[src/rtl/uart_pkg.sv]
// uart_pkg: shared UART receiver types, parity-mode constants and bit-period helper
package uart_pkg;
  typedef enum logic [2:0] {IDLE, START, DATA, PARITY, STOP} rx_state_t;
  localparam int PAR_NONE = 0;
  localparam int PAR_EVEN = 1;
  localparam int PAR_ODD  = 2;
  function automatic int calc_cpb(input int clk_freq, input int baud_rate);
    return clk_freq / baud_rate;
  endfunction
endpackage

[src/rtl/uart_rx_sync.sv]
// uart_rx_sync: 2-flop rx synchronizer with optional 2-of-3 majority sample filter
// ports: clk, rst (async active-low), rx (raw line), rx_s (synchronized line), sample_bit (value to sample)
// build option: UART_RX_MAJORITY_EN makes sample_bit the majority of the last three rx_s values
module uart_rx_sync (
  input  logic clk,
  input  logic rst,
  input  logic rx,
  output logic rx_s,
  output logic sample_bit
);
  logic meta;
`ifdef UART_RX_MAJORITY_EN
  logic [1:0] hist;
  always_ff @(posedge clk or negedge rst)
    if (!rst) begin
      meta <= 1'b1;
      rx_s <= 1'b1;
      hist <= 2'b11;
    end else begin
      meta <= rx;
      rx_s <= meta;
      hist <= {hist[0], rx_s};
    end
  // window covers the line at bit offsets CPB/2-2..CPB/2 when sampled at the decision point
  assign sample_bit = (hist[1] & hist[0]) | (hist[1] & rx_s) | (hist[0] & rx_s);
`else
  always_ff @(posedge clk or negedge rst)
    if (!rst) begin
      meta <= 1'b1;
      rx_s <= 1'b1;
    end else begin
      meta <= rx;
      rx_s <= meta;
    end
  assign sample_bit = rx_s;
`endif
endmodule

[src/rtl/uart_rx_param.sv]
// uart_rx_param: parametrised UART receiver with valid/ready output and parity/framing/overrun status
// ports: clk, rst (async active-low), rx (serial line), data_out/data_valid/data_ready (frame handshake),
//        parity_err/frame_err/overrun (status of presented frame), busy (frame in progress)
// build option: UART_RX_MAJORITY_EN selects 2-of-3 majority sampling inside uart_rx_sync
module uart_rx_param import uart_pkg::*; #(
  parameter int CLK_FREQ  = 1000000,
  parameter int BAUD_RATE = 9600,
  parameter int DATA_BITS = 8,
  parameter int PARITY    = 0,
  parameter int STOP_BITS = 1
) (
  input  logic                 clk,
  input  logic                 rst,
  input  logic                 rx,
  output logic [DATA_BITS-1:0] data_out,
  output logic                 data_valid,
  input  logic                 data_ready,
  output logic                 parity_err,
  output logic                 frame_err,
  output logic                 overrun,
  output logic                 busy
);
  localparam int CPB = calc_cpb(CLK_FREQ, BAUD_RATE);
  localparam int TW  = $clog2(CPB);
  localparam int IW  = $clog2(DATA_BITS);
  rx_state_t state, next;
  logic rx_s, rx_prev, sample_bit, tick_half, tick_full, done, stop_idx, perr, ferr;
  logic [TW-1:0] timer;
  logic [IW-1:0] bit_idx;
  logic [DATA_BITS-1:0] shreg;
  uart_rx_sync u_sync (
    .clk(clk),
    .rst(rst),
    .rx(rx),
    .rx_s(rx_s),
    .sample_bit(sample_bit)
  );
  assign tick_half = timer == TW'(CPB / 2 - 1);
  assign tick_full = timer == TW'(CPB - 1);
  assign busy = state != IDLE;
  always_ff @(posedge clk or negedge rst)
    if (!rst) state <= IDLE;
    else state <= next;
  // start needs a high-to-low transition so a held break line cannot retrigger
  always_comb begin
    next = state;
    done = 1'b0;
    case (state)
      IDLE:   if (!rx_s && rx_prev) next = START;
      START:  if (tick_half) next = sample_bit ? IDLE : DATA;
      DATA:   if (tick_full && bit_idx == IW'(DATA_BITS - 1))
                next = (PARITY == PAR_EVEN || PARITY == PAR_ODD) ? uart_pkg::PARITY : STOP;
      uart_pkg::PARITY: if (tick_full) next = STOP;
      STOP:   if (tick_full && stop_idx == 1'(STOP_BITS - 1)) begin
                next = IDLE;
                done = 1'b1;
              end
      default: next = IDLE;
    endcase
  end
  always_ff @(posedge clk or negedge rst)
    if (!rst) begin
      rx_prev  <= 1'b1;
      timer    <= '0;
      bit_idx  <= '0;
      stop_idx <= 1'b0;
      shreg    <= '0;
      perr     <= 1'b0;
      ferr     <= 1'b0;
    end else begin
      rx_prev  <= rx_s;
      timer    <= (next != state || next == IDLE || tick_full) ? '0 : timer + 1'b1;
      bit_idx  <= state != DATA ? '0 : tick_full ? bit_idx + 1'b1 : bit_idx;
      stop_idx <= state != STOP ? 1'b0 : tick_full ? 1'b1 : stop_idx;
      if (state == DATA && tick_full) shreg <= {sample_bit, shreg[DATA_BITS-1:1]};
      if (done) perr <= 1'b0;
      else if (state == uart_pkg::PARITY && tick_full) perr <= ^shreg ^ sample_bit ^ (PARITY == PAR_ODD);
      if (done) ferr <= 1'b0;
      else if (state == STOP && tick_full) ferr <= ferr | ~sample_bit;
    end
  always_ff @(posedge clk or negedge rst)
    if (!rst) begin
      data_out   <= '0;
      data_valid <= 1'b0;
      parity_err <= 1'b0;
      frame_err  <= 1'b0;
      overrun    <= 1'b0;
    end else if (done) begin
      data_out   <= shreg;
      data_valid <= 1'b1;
      parity_err <= perr;
      frame_err  <= ferr | ~sample_bit;
      overrun    <= data_valid & ~data_ready;
    end else if (data_valid && data_ready) begin
      data_valid <= 1'b0;
    end
endmodule

[config.mk]
export PLATFORM = sky130hd
export DESIGN_NAME = uart_rx_param
export DESIGN_NICKNAME = d
export VERILOG_FILES = /design/src/rtl/uart_pkg.sv /design/src/rtl/uart_rx_sync.sv /design/src/rtl/uart_rx_param.sv
export SDC_FILE = /design/constraint.sdc
export NUM_CORES = 1
export LEC_CHECK = 0
export BUFFER_PORTS_ARGS = -buffer_cell sky130_fd_sc_hd__buf_2
export CAP_MARGIN = 20
export CORE_MARGIN = 2
export CORE_UTILIZATION = 52
export DETAILED_ROUTE_END_ITERATION = 10
export PLACE_DENSITY = 0.79
export SETUP_SLACK_MARGIN = 0.2
export SLEW_MARGIN = 20
export SYNTH_ARGS = -nofsm -noshare
export SYNTH_HDL_FRONTEND = slang
export SYNTH_SLANG_ARGS = --single-unit
[constraint.sdc]
create_clock -name clk -period 1.56 [get_ports clk]
set_input_delay 0.078 -clock clk [delete_from_list [all_inputs] [get_ports clk]]
set_output_delay 0.078 -clock clk [all_outputs]
set_load 0.01 [all_outputs]
After elaboration in Yosys (flattened, before gate mapping)
Index checks and enable logic that the tools add are counted.
- eq/ne operators: 10
- reduce and logical (&&, ||, !) cells: 19
- order comparisons: 0
- $add $sub $neg: 2
- shift-type cells: 0
- divide/modulo/power cells: 0
- mux-type cells: 20
- bitwise logic cells: 6
- multiply operators: 0
- operators with widths (cell ; count):
    $mux 3 ; 7
    $pmux 3 s5 ; 1
    $mux 1 ; 10
    $reduce_bool 2->1 ; 5
    $reduce_xor 8->1 ; 1
    $add 7x1->7 const B ; 1
    $eq 7x6->1 const B ; 1
    $eq 7x7->1 const B ; 1
    $logic_and 1x1->1 ; 7
    $mux 7 ; 1
    $eq 3x2->1 const B ; 2
    $eq 3x3->1 const B ; 2
    $logic_not 3->1 ; 2
    $add 3x1->3 const B ; 1
    $eq 3x1->1 const B ; 1
    $ne 3x2->1 const B ; 1
    $ne 3x3->1 ; 1
    $ne 3x3->1 const B ; 1
    $not 1->1 ; 3
    $reduce_bool 3->1 ; 1
    $logic_or 1x1->1 ; 2
    $mux 2 ; 1
    $and 1x1->1 ; 1
    $logic_not 1->1 ; 1
    other kinds (2) ; 2
- memories: 0
- latch bits: 0
- word-level logic and storage cells: 72
- input port bits: 4
- output and inout port bits: 13
- register bits after elaboration: 39
- memory bits (writable): 0
- memory bits (read-only): 0

Logic depth before layout (Yosys ltp)
- depth in word-level cells: 8
- gate-level depth with buffers: 7
- depth with buffers taken out: 5

By module
From an unflattened synthesis, not the netlist that was laid out.
- cells, all modules: 140
- area, all modules: 1795.5 sq um
- modules (own cells, without submodules) (module ; area an instance (sq um) ; cells each ; instances ; seq. area each (sq um)):
    uart_rx_param ; 1735.4 ; 137 ; 1 ; 927.1
    uart_rx_sync ; 60.1 ; 3 ; 1 ; 52.6

Worst setup path after synthesis
OpenSTA, ideal clock, no wires.
- path kind: register to register
- start point: register timer[0]
- end point: register shreg[0]
- path buffers: 1
- arrival: 1.535 ns
- setup time: 0.125 ns
- cell stages (with the launch flop): 7
- setup slack: -0.100 ns
- period minus slack after synthesis: 1.660 ns
- data required time: 1.435 ns
- cell sequence: dfrtp_1 > ha_1 > and3b_1 > buf_2 > nand2_4 > nor2_4 > mux2_2
- cells in the longest elaborated chain, start to end: 2
- RTL lines (element ; line ; RTL):
    start, declared ; uart_rx_param.sv:28 ; logic [TW-1:0] timer;
    start signal, assigned ; uart_rx_param.sv:72 ; timer <= (next != state || next == IDLE || tick_full) ? '0 : timer + 1'b1;
    $eq 7x7->1 ; uart_rx_param.sv:39 ; assign tick_full = timer == TW'(CPB - 1);
    $logic_and 1x1->1 ; uart_rx_param.sv:75 ; if (state == DATA && tick_full) shreg <= {sample_bit, shreg[DATA_BITS-1:1]};
    end signal, assigned ; uart_rx_param.sv:75 ;
    end, declared ; uart_rx_param.sv:30 ; logic [DATA_BITS-1:0] shreg;
Every way passes these cells.
A chain may end at the register's enable or synchronous reset.

Final worst setup path
- start point: register timer[1]
- end point: register data_out[1]
- cells in the longest elaborated chain, start to end: 4
- RTL lines (element ; line ; RTL):
    $eq 7x7->1 ; uart_rx_param.sv:39 ;
    $logic_and 1x1->1 ; uart_rx_param.sv:54 ; STOP: if (tick_full && stop_idx == 1'(STOP_BITS - 1)) begin
    $mux 1 ; uart_rx_param.sv:54 ;
    $mux 1 ; uart_rx_param.sv:48 ; case (state)
    end signal, assigned ; uart_rx_param.sv:89 ; data_out <= shreg;
    end, declared ; uart_rx_param.sv:15 ; output logic [DATA_BITS-1:0] data_out,
Every way passes these cells.

==> flow_summary_export.csv <==
group,metric,value,unit
finish,layout-drive-gt1-share,0.511,
synth,syn_area,0.00180,mm²
setup_path,worstSetupPathType,"flip-flop to flip-flop",
clock_network,cts_buffer_depth,2,
setup_path,cp_max_fo,4,
clock_network,clkSinkCount,39,
clock_network,clk-insertion-delay-late,0.34,ns
floorplan,initial_core_util,0.541,
hold_path,worstHoldPathType,"input port to flip-flop",
power,power.switching,605,µW
finish,fin_cells,236,
setup_path,crit_path_start_kind,"flip-flop",
finish,antennaDiodeCount,0,
drt,drtPass1Iterations,4,
setup_path,required,1.79,ns
timing,finalMaxSlewViolations,0,
global_route,grt_pass1_vias,1331,
power,p_leak,1.17,nW
power,p_int,1.84,mW
global_route,grt_start_max_net_pins,40,
synth,synth-main-ff-cell,"dfrtp_1",
power,switching_share,0.247,
global_route,antenna_found_initial,0,
drt,drtIter0Drc,86,
global_route,grt_remaining_overflow,0,
drt,drcViolationCount,0,
synth,yosys_warnings,0,
timing,relSlewSlack,0.683,
timing,finalHoldViolCount,0,
run_status,status,"complete, but fails checks",
placement,pre_cts_slack,-0.0497,ns
timing,setup_viol,17,
timing,worst_pin_slew,0.476,ns
power,p_seq_frac,0.467,
timing,period_share,1.02,
timing,worst_slack,-0.0311,ns
clock_network,clkTransAtPathRegs,0.12,ns
floorplan,die-area,0.00396,mm²
finish,final_cell_mix,"dfrtp_1, mux2_4, buf_2, buf_4, nor2_1",
placement,dp_cells,219,
setup_path,worst_setup_path_end_kind,"flip-flop",
drt,wl_per_cell,16.0,µm
placement,place_area,0.00205,mm²
timing,clock.fmax,0.628,GHz
floorplan,core,0.00334,mm²
floorplan,io_pins,17,
finish,nets,196,
clock_network,htree_levels,2,
job,drv_cap,0,
finish,final_util,0.720,
power,ir_drop,0.948,mV
drt,drtAntennaViolNets,0,
floorplan,die_y,62.9,µm
setup_path,cp.arrival,1.82,ns
run_status,violations,"setup timing",
synth,yosysSeqAreaShare,0.543,
synth,synthCells,144,
timing,skew,0.00910,ns
power,pwr-share-comb,0.195,
global_route,grtUsageTotal,0.201,
finish,area_growth,33.1,%
clock_network,cts_tree,"built",
clock_network,cts_buffers,5,
placement,gp_congestion,0.903,
floorplan,rows,21,
synth,async_flop_share,1.00,
synth,synth_edf_count,0,
synth,synth_nets,151,
drt,via_count,1239,
power,power.density,1020,mW/mm²
synth,avgSynthCellArea,12.5,µm²
placement,hpwl,2440,µm
synth,synth-seq-cells,39,
placement,port_buffers,16,
synth,yosysUniqueCellTypes,41,
timing,grt_setup_unrepaired,"true",
timing,min_period,1.59,ns
drt,totalWireLength,3770,µm
floorplan,die_w,62.9,µm
finish,final_cell_area,0.00240,mm²
drt,viasPerCell,5.25,
power,p_clk_frac,0.338,
global_route,grt_pass1_wl,6150,µm
clock_network,root_buffer,"clkbuf_4",
finish,mostFrequentLayoutCell,"dfrtp_1",
registers in the layout (all words and copies together), names as in the netlist:
| signal | cells |
|---|---|
| bit_idx | 3 |
| data_out | 8 |
| data_valid | 1 |
| ferr | 1 |
| frame_err | 1 |
| overrun | 1 |
| parity_err | 1 |
| perr | 1 |
| rx_prev | 1 |
| shreg | 8 |
| state | 3 |
| stop_idx | 1 |
| timer | 7 |
| u_sync.meta | 1 |
| u_sync.rx_s | 1 |
power by group through the flow:
stage | Clock (mW) | Combinational (mW) | Sequential (mW)
2_1_floorplan | 0 | 0.166 | 1.16
3_3_place_gp | 0 | 0.350 | 1.14
3_5_place_dp | 0 | 0.377 | 1.15
4_1_cts | 0.841 | 0.416 | 1.13
5_1_grt | 0.883 | 0.517 | 1.15
6_report | 0.826 | 0.478 | 1.14
layout make-up:
cell class	count	area, µm²
flip-flops and latches	39	980
fillers	229	935
multi-input cells	98	927
repair buffers	43	329
clock inverters	2	60.1
well taps	46	57.6
clock buffers	6	41.3
inverters	2	7.51
worst max-delay path: stages (launching register included):
cell     delay (ns)
dfrtp_1        0.41
ha_2           0.20
and3b_2        0.25
buf_6          0.13
nand3_4        0.07
buf_6          0.13
mux2_4         0.30
worst paths after layout:
check                                 start          end  slack [ns]  depth (start not counted)
worst max-delay path               timer[1]  data_out[1]       -0.03                          6
min in group asynchronous               rst     timer[6]        0.30                          3
worst min-delay path             data_ready   data_valid        0.10                          3
worst max register to register     timer[1]  data_out[1]       -0.03                          6
worst min register to register  u_sync.meta  u_sync.rx_s        0.37                          0
max in group asynchronous               rst  u_sync.meta        0.90                          3
cell families (layout without fill, tap and decap cells):
logic type | Yosys count | in the layout | share of synthesized area
AO/OA/AOI/OAI | 12 | 12 | 0.0402
XOR/XNOR | 12 | 12 | 0.0659
adder cells (fa/ha/maj) | 3 | 3 | 0.0208
buffers and inverters | 7 | 53 | 0.0229
flip-flops | 39 | 39 | 0.543
multiplexers | 18 | 18 | 0.127
AND/OR/NAND/NOR | 53 | 53 | 0.180
cells in the mapped netlist, types with 3 or more instances:
cell type / count / share of area
mux2_4: 7 / 0.058
xnor2_1: 8 / 0.039
a21oi_1: 6 / 0.017
dfstp_2: 3 / 0.044
dfrtp_1: 36 / 0.50
buf_2: 3 / 0.0083
nand2b_1: 3 / 0.010
nand3_1: 4 / 0.011
ha_1: 3 / 0.021
xor2_1: 3 / 0.015
mux2_2: 10 / 0.062
nor2_1: 18 / 0.037
nand2_1: 7 / 0.015
per-stage QoR:
step,hold WS (ns),setup TNS (ns),power (mW)
after floorplan,-0.218,-0.0887,1.33
after global routing,0.111,-1.39,2.55
after CTS,0.0828,0,2.39
after detailed placement,0.155,-0.299,1.53
final,0.104,-0.344,2.44
after global placement,0.148,0,1.49
repair_timing:
| action | in CTS | in global routing |
|---|---|---|
| endpoints found under the setup margin | 37 | 37 |
| cloned | 0 | 0 |
| hold buffers | 2 | 0 |
| endpoints found under the hold margin | 37 | 0 |
| pin swaps | 4 | 6 |
| gates resized for setup | 20 | 27 |
| setup buffers | 4 | 3 |
routing by layer:
layer / vias to the layer above / wire, µm / GRT usage
met4: 0 / 40 / 0.0667
met2: 17 / 2130 / 0.363
met3: 7 / 84 / 0.0541
li1: 585 / - / -
met1: 630 / 1510 / 0.229
met5: - / 0 / 0
(Power assumes the default switching activity.)
